`config.mk`:
```
export PLATFORM = sky130hd
export DESIGN_NAME = palette_ram
export DESIGN_NICKNAME = d
export VERILOG_FILES = /design/src/rtl/palette_ram.sv
export SDC_FILE = /design/constraint.sdc
export NUM_CORES = 1
export LEC_CHECK = 0
export ABC_CLOCK_PERIOD_IN_PS = 32500
export CAP_MARGIN = 20
export CORE_UTILIZATION = 45
export CTS_CLUSTER_DIAMETER = 60
export DETAILED_ROUTE_END_ITERATION = 8
export GPL_TIMING_DRIVEN = 1
export SETUP_SLACK_MARGIN = 0.1
export SYNTH_ARGS = -nofsm -noshare
export SYNTH_HDL_FRONTEND = slang
export SYNTH_SLANG_ARGS = --single-unit
```
`constraint.sdc`:
```
create_clock -name Clk -period 32.5 [get_ports Clk]
set_input_delay 8.125 -clock Clk [delete_from_list [all_inputs] [get_ports Clk]]
set_output_delay 8.125 -clock Clk [all_outputs]
set_load 0.02 [all_outputs]
```
`src/rtl/palette_ram.sv`:
```
// rtl/palette_ram.sv - writable colour palette with registered lookup and frame-driven colour cycling
module palette_ram #(
   parameter int IDX_W    = 4,
   parameter int COLOR_W  = 24,
   parameter int PERIOD_W = 6
) (
   input  logic                Clk,
   input  logic                Reset,
   input  logic                frame_start,
   input  logic                wr_en,
   input  logic [IDX_W-1:0]    wr_idx,
   input  logic [COLOR_W-1:0]  wr_data,
   input  logic                cyc_en,
   input  logic [IDX_W-1:0]    cyc_lo,
   input  logic [IDX_W-1:0]    cyc_hi,
   input  logic [PERIOD_W-1:0] cyc_period,
   input  logic                pix_valid,
   input  logic [IDX_W-1:0]    pix_idx,
   input  logic                blank,
   output logic [COLOR_W-1:0]  rgb_out,
   output logic                rgb_valid
);

   localparam int DEPTH = 2**IDX_W;
   localparam logic [IDX_W:0]    ONE_W = 1;
   localparam logic [PERIOD_W-1:0] ONE_P = 1;

   typedef enum logic {IDLE, RUN} state_t;

   state_t               state;
   logic [COLOR_W-1:0]   mem [DEPTH];
   logic [IDX_W-1:0]     offset;
   logic [PERIOD_W-1:0]  frame_cnt;

   logic                 range_on;
   logic                 in_range;
   logic [IDX_W:0]       range_len;
   logic [IDX_W:0]       off_mod;
   logic [IDX_W:0]       off_inc;
   logic [IDX_W:0]       rel;
   logic [IDX_W-1:0]     eff_idx;
   logic [COLOR_W-1:0]   rd_data;
   logic [PERIOD_W-1:0]  period_max;

   function automatic logic [COLOR_W-1:0] def_color(input int i);
      logic [23:0] c;
      case (i)
         0:  c = 24'hB0B0B0;
         1:  c = 24'h0E490A;
         2:  c = 24'h1A8512;
         3:  c = 24'h21D113;
         4:  c = 24'h0F3D82;
         5:  c = 24'h1C70EE;
         6:  c = 24'h75A6F0;
         7:  c = 24'h801313;
         8:  c = 24'hE60E0E;
         9:  c = 24'hE66868;
         10: c = 24'h00FFFF;
         11: c = 24'hFAF7F8;
         12: c = 24'h5596F0;
         13: c = 24'h3A5728;
         14: c = 24'h96C03D;
         15: c = 24'h272233;
         default: c = 24'h000000;
      endcase
      return COLOR_W'(c);
   endfunction

   // Offset is reduced mod len combinationally so a shrunken range never maps outside itself.
   always_comb begin
      range_len  = {1'b0, cyc_hi} - {1'b0, cyc_lo} + ONE_W;
      range_on   = cyc_en && (cyc_lo <= cyc_hi);
      in_range   = range_on && (pix_idx >= cyc_lo) && (pix_idx <= cyc_hi);
      off_mod    = range_on ? ({1'b0, offset} % range_len) : '0;
      off_inc    = off_mod + ONE_W;
      if (off_inc == range_len) off_inc = '0;
      rel        = in_range ? (({1'b0, pix_idx} - {1'b0, cyc_lo} + {1'b0, offset}) % range_len) : '0;
      eff_idx    = in_range ? (cyc_lo + IDX_W'(rel)) : pix_idx;
      rd_data    = (wr_en && (wr_idx == eff_idx)) ? wr_data : mem[eff_idx];
      period_max = (cyc_period == '0) ? ONE_P : cyc_period;
   end

   always_ff @(posedge Clk) begin
      if (Reset) begin
         rgb_out   <= '0;
         rgb_valid <= 1'b0;
         offset    <= '0;
         frame_cnt <= '0;
         state     <= IDLE;
         for (int i = 0; i < DEPTH; i++) mem[i] <= def_color(i);
      end else begin
         rgb_valid <= pix_valid;
         if (pix_valid) rgb_out <= blank ? '0 : rd_data;
         if (wr_en) mem[wr_idx] <= wr_data;
         case (state)
            IDLE: begin
               offset    <= '0;
               frame_cnt <= '0;
               if (cyc_en) state <= RUN;
            end
            RUN: begin
               if (!cyc_en) begin
                  state     <= IDLE;
                  offset    <= '0;
                  frame_cnt <= '0;
               end else if (!range_on) begin
                  offset    <= '0;
                  frame_cnt <= '0;
               end else if (frame_start) begin
                  if (frame_cnt >= period_max - ONE_P) begin
                     frame_cnt <= '0;
                     offset    <= IDX_W'(off_inc);
                  end else begin
                     frame_cnt <= frame_cnt + ONE_P;
                     offset    <= IDX_W'(off_mod);
                  end
               end else begin
                  offset <= IDX_W'(off_mod);
               end
            end
            default: state <= IDLE;
         endcase
      end
   end

endmodule

```
After elaboration in Yosys (flattened, before gate mapping):

Memory sizes are Yosys's and may differ from the RTL's.
Cells that the tools add are included.

* register bits: 36
* bits in latches: 0
* memory bits (writable): 384
* ROM bits: 0
* input bits: 53
* output and inout bits: 25
* logic and storage cells: 72
* memories: 1

* $add $sub $neg: 8
* multiply operators: 0
* divide/modulo/power cells: 2
* magnitude comparators: 4
* equality and inequality tests: 3
* shifts and indexed selects: 0
* muxes and demuxes: 42
* bitwise logic cells: 1
* reduce and logical (&&, ||, !) cells: 6

Memories
* mem: depth 16, width 24, rd ports 1, clocked after memory_dff 0, wr ports 16, line 31 `logic [COLOR_W-1:0] mem [DEPTH];`

Operators by type and width (count)
* $mux W24: 19
* $mux W4: 8
* $mux W6: 5
* $reduce_or A24 Y1: 1
* $pmux W6 S2: 1
* $add A5 B1 Y5 const B: 2
* $sub A4 B4 Y5: 2
* $le A4 B4 Y1: 2
* $pmux W4 S2: 1
* $mux W1: 7
* $add A6 B1 Y6 const B: 1
* $ge A6 B6 Y1: 1
* $logic_not A6 Y1: 1
* $sub A6 B1 Y6 const B: 1
* $add A5 B4 Y5: 1
* $eq A5 B5 Y1: 1
* $mod A4 B5 Y5: 1
* $mod A5 B5 Y5: 1
* $mux W5: 1
* $add A4 B4 Y4: 1
* $eq A4 B4 Y1: 1
* $ge A4 B4 Y1: 1
* $logic_and A1 B1 Y1: 4
* $ne A4 B4 Y1 const B: 1
* $not A1 Y1: 1

Logic depth before layout (Yosys ltp):

* depth after elaboration: 12
* gate-level depth with buffers: 48
* mapped depth without buffers: 46

Worst setup path before layout:

Ideal clock, no wire load.

* path type: input to register
* start: input cyc_hi[1]
* end: register rgb_out[8]
* library setup time: 0.129 ns
* arrival: 17.061 ns
* required time: 32.371 ns
* path slack: 15.309 ns
* cell stages on the path: 45
* path buffers: 2
* cells stage by stage: inv_1 ha_1 inv_1 ha_1 fa_1 xnor2_2 o2111ai_2 and2_1 nor2_1 a21oi_1 ha_1 nor2b_1 nor2_1 a22oi_1 o221ai_1 a221oi_1 ha_1 nor4bb_1 (+9 left out) ha_1 a21o_1 a21oi_1 o21ai_1 nor2_1 a211oi_1 ha_1 fa_1 xor2_1 nand2_1 mux2i_1 clkbuf_1 clkbuf_1 nand3_1 nand4_1 o21ai_0 a21oi_1 o221ai_2

* word-level cells in the longest chain between the ends: 11
* elaborated cells between the ends (all ways): 16
* those cells by class: add/sub: 3; div: 1; order compare: 2; eq/ne: 1; mux: 4; reduce/logical: 4; memory: 1

Ends and longest elaborated chain
* start: declaration: line 15 `input logic [IDX_W-1:0] cyc_hi,`
* branches (longest 6 deep; another with $sub A4 B4 Y5)
* $mux W4 (*): line 78 `eff_idx = in_range ? (cyc_lo + IDX_W'(rel)) : pix_idx;`
* branches (longest 2 deep; another with $mem_v2 Z16 W24)
* $mux W24 (*): line 79 `rd_data = (wr_en && (wr_idx == eff_idx)) ? wr_data : mem[eff_idx];`
* $mux W24 (*): line 93 `if (pix_valid) rgb_out <= blank ? '0 : rd_data;`
* end signal: assignment: line 93
* end: declaration: line 20 `output logic [COLOR_W-1:0] rgb_out,`

Every way passes the cells marked *.
A chain may end at the register's enable or synchronous reset.

Worst setup path in the final report:

* start: input cyc_lo[1]
* end: register rgb_out[23]

* word-level cells in the longest chain between the ends: 11
* elaborated cells between the ends (all ways): 18
* those cells by class: add/sub: 5; div: 1; order compare: 2; eq/ne: 1; mux: 4; reduce/logical: 4; memory: 1

Ends and longest elaborated chain
* start: declaration: line 14 `input logic [IDX_W-1:0] cyc_lo,`
* branches (longest 6 deep; another with $sub A4 B4 Y5)
* $mux W4 (*): line 78
* branches (longest 2 deep; another with $mem_v2 Z16 W24)
* $mux W24 (*): line 79
* $mux W24 (*): line 93

Marked as above.

==> flow_summary.toml <==
[synth]
synth_flop_cell = "edfxtp_1"
synth_mux_area_frac = 0.0615
synth-seq-cells = 420
yosysTopAreaCell = "edfxtp_1"
synth_fa_ha_area_frac = 0.0462
ys_warn_count = 0
syn_inst = 1920
synth_top_family_by_area = "simple AND/OR/NAND/NOR gates"
netlist.area_leader.share = 0.527
synth_compound_area_frac = 0.123
synth_area_mm2 = 0.0219
ys_seq_area_frac = 0.560
synth_xor_area_frac = 0.0136
post_synth.cell_area_avg_um2 = 11.4
syn-num-nets = 2049
synth_cell_type_count = 80
async_flop_share = 0
synth-simple-area-share = 0.152
synth.area.top_cells = "edfxtp_1 53%, nand2_1 4.3%, ha_1 3.9%, nor3_1 3.6%, mux2i_1 3.5%"
synth-edff-count = 384

[sta]
max_freq_mhz = 50.0
hold_violations = 0
period_share = 0.615
maxSlewViolCount = 0
fin_hold_ws_ps = 493
worst_pin_slew_ps = 1140
skew_ps = 15.3
setup_violations = 0
setup_tns_ps = 0
grt_setup_unrepaired = "no"
fin_crit_ps = 19980
relSlewSlack = 0.237

[power_and_ir_drop]
clkPwrFrac = 0.348
vdd_drop_max_v = 0.0000585
power_switching_w = 0.000457
internal-power_w = 0.00104
swShare = 0.305
combPwrFrac = 0.231
power_density_mw_per_mm2 = 60.9
p_seq_frac = 0.420
power_leakage_nw = 8.44

[clock_network]
tritoncts = "built"
post_cts_buffers = 0
cts_num_sinks = 420
clk_pin_slew_ps = 60
clock_latency_ps = 580
cts_root_buf = "clkbuf_16"
clockBufferDepth = 3
ctsHoldBuffers = 0
post_cts_resized = 0
htree_levels = 2
cts_buffers = 47

[place]
placed_area_mm2 = 0.0232
io_buffers = 77
dp_hpwl_mm = 41.8
gp_congestion = 0.893

[global_route]
grt_pass1_vias = 16500
grt_max_degree = 68
grt_pass1_wl_mm = 105
overflow = 0
grtUsageTotal = 0.283
antenna_found_initial = 0

[layout]
fin_area_mm2 = 0.0247
final_util = 0.515
fin_nets = 2056
drive_gt1_frac = 0.119
synthToLayoutAreaGrowth_pct = 12.8
antenna_cells = 0

[drt]
drcViolationCount = 0
viasPerCell = 6.38
route.met3.wl_mm = 5.32
drt_wl_total_mm = 69.6
top_layer = "met4"
vias = 16500
antenna_left = 0
dr_wl_met2_mm = 32.4
route.layer.met1.wl_mm = 29.7
drt_iter0_drc = 1687
first_pass_iters = 7
avgRoutedWirePerCell_um = 27.0

[job]
cap_violations = 0

[worst_hold_path]
whs_endpoint = "frame_cnt[5]"
min_path_cells = 2
hold_path.startpoint = "frame_cnt[5]"
hp-class = "reg -> reg"

[critical_path]
start_kind = "primary input"
rr_worst_depth = 43
worstPathMaxFanout = 67
cp_slowest_stage_delay_ps = 930
r2r_start = "offset[1]"
critPathSlowestCell = "buf_4"
cp-end-kind = "flop"
critPathRequiredTime_ps = 32990
cpMostUsedCell = "ha_1"
cp.arrival_ps = 20470
worst-r2r-setup-slack_ps = 20830
worstReg2RegEnd = "rgb_out[23]"
worstSetupPathType = "in -> reg"

[die]
boundaryPins = 78
rows = 80
start_util = 0.457
dieArea_mm2 = 0.0495
dieWidth_um = 222
die_h_um = 222
core_mm2 = 0.0478

[run_status]
outcome = "complete, no violations"
==> critical path, delay by kind of cell <==
family	cells	cell delay [ps]
adder cells (fa/ha/maj)	8	2540
buffers and inverters	4	1950
AND/OR/NAND/NOR	10	1980
XOR/XNOR	1	540
AO/OA/AOI/OAI	21	5200
==> final cells by class <==
type,instances,area [µm²]
timing repair buffer,121,1110
inverter,66,248
tap,615,769
sequential,420,12300
clock inverter,18,179
multi-input combinational,1271,8800
clock buffer,66,1300
fill,4255,23200
==> worst max path at each step <==
stage,to,start,cells after the start,slack (ps)
global route,rgb_out[23],cyc_lo[1],45,11710
floorplan,rgb_out[8],cyc_hi[1],45,15310
finish,rgb_out[23],cyc_lo[1],44,12520
detailed placement,rgb_out[13],cyc_lo[1],44,12040
CTS,rgb_out[13],cyc_lo[1],44,12620
global placement,rgb_out[13],cyc_lo[1],44,12200
==> placed cells by master, fill, tap and decap left out, drive strengths merged, types with 15 or more instances in the layout <==
cell and instances:
a32o 23, mux2i 77, a21oi 33, dfxtp 36
clkbuf 66, or2 20, nor2 93, clkdlybuf4s50 75
xnor2 23, a221oi 24, nand3 41, o221ai 26
a211oi 77, nor4 54, nand2 250, ha 68
clkinv 36, buf 46, o22ai 26, inv 45
a221o 25, a21o 15, and3 32, edfxtp 384
o21ai 29, nor3 158, mux2 51
==> metrics by stage <==
| stage | instances | setup slack [ps] | total power, W |
|---|---|---|---|
| finish | 2577 | 12520 | 0.00150 |
| floorplan | 1920 | 15310 | 0.000867 |
| global route | 2577 | 11710 | 0.00155 |
| detailed placement | 2493 | 12040 | 0.000984 |
| global placement | 2492 | 12200 | 0.000979 |
| CTS | 2577 | 12620 | 0.00150 |
==> per-layer routing <==
metal | global-route usage | up-vias
met1 | 0.398 | 8284
met2 | 0.452 | 742
li1 | - | 7290
met3 | 0.0358 | 137
met4 | 0.0992 | 0
met5 | 0 | -
==> power by group through the flow <==
stage	logic (W)	clock network, W	registers, W
after floorplan	0.000226	0	0.000641
final	0.000347	0.000522	0.000631
after CTS	0.000345	0.000526	0.000631
after global routing	0.000372	0.000545	0.000634
after detailed placement	0.000341	0	0.000642
after global placement	0.000337	0	0.000641
==> synthesized netlist by cell type (4+ instances only) <==
| library cell | number |
|---|---|
| o22ai_1 | 26 |
| nand3_1 | 41 |
| a221oi_1 | 24 |
| mux2i_1 | 77 |
| and3_1 | 31 |
| o21ai_1 | 4 |
| nor3_1 | 157 |
| edfxtp_1 | 384 |
| o21a_1 | 11 |
| buf_2 | 17 |
| a211oi_1 | 76 |
| nand2_1 | 250 |
| nor4_1 | 54 |
| buf_1 | 24 |
| inv_1 | 42 |
| nand2b_1 | 13 |
| a32o_1 | 23 |
| a21o_1 | 15 |
| fa_1 | 8 |
| o221ai_2 | 20 |
| xor2_1 | 10 |
| a221o_1 | 25 |
| xnor2_1 | 22 |
| o21ai_0 | 25 |
| dfxtp_1 | 36 |
| o221ai_1 | 6 |
| clkbuf_1 | 118 |
| nand3b_1 | 4 |
| mux2_2 | 51 |
| nor2_1 | 93 |
| ha_1 | 68 |
| or3_1 | 9 |
| nor2b_1 | 11 |
| a21oi_1 | 33 |
| clkinv_1 | 24 |
| nand4_1 | 6 |
| or2_2 | 19 |
==> registers in the layout, indices dropped and copies added, names as in the netlist <==
register and count:
mem 384, rgb_out 24, frame_cnt 6, offset 4
rgb_valid 1, state 1
==> cells by family (layout without fill, tap and decap cells) <==
kind of cell / Yosys count / after routing
compound gates: 330 / 330
xor+xnor: 33 / 33
fa+ha+maj: 76 / 76
buf+inv: 229 / 271
flops: 420 / 420
mux: 128 / 128
other cells: 1 / 1
simple gates: 703 / 703
(Power assumes the default switching activity.)
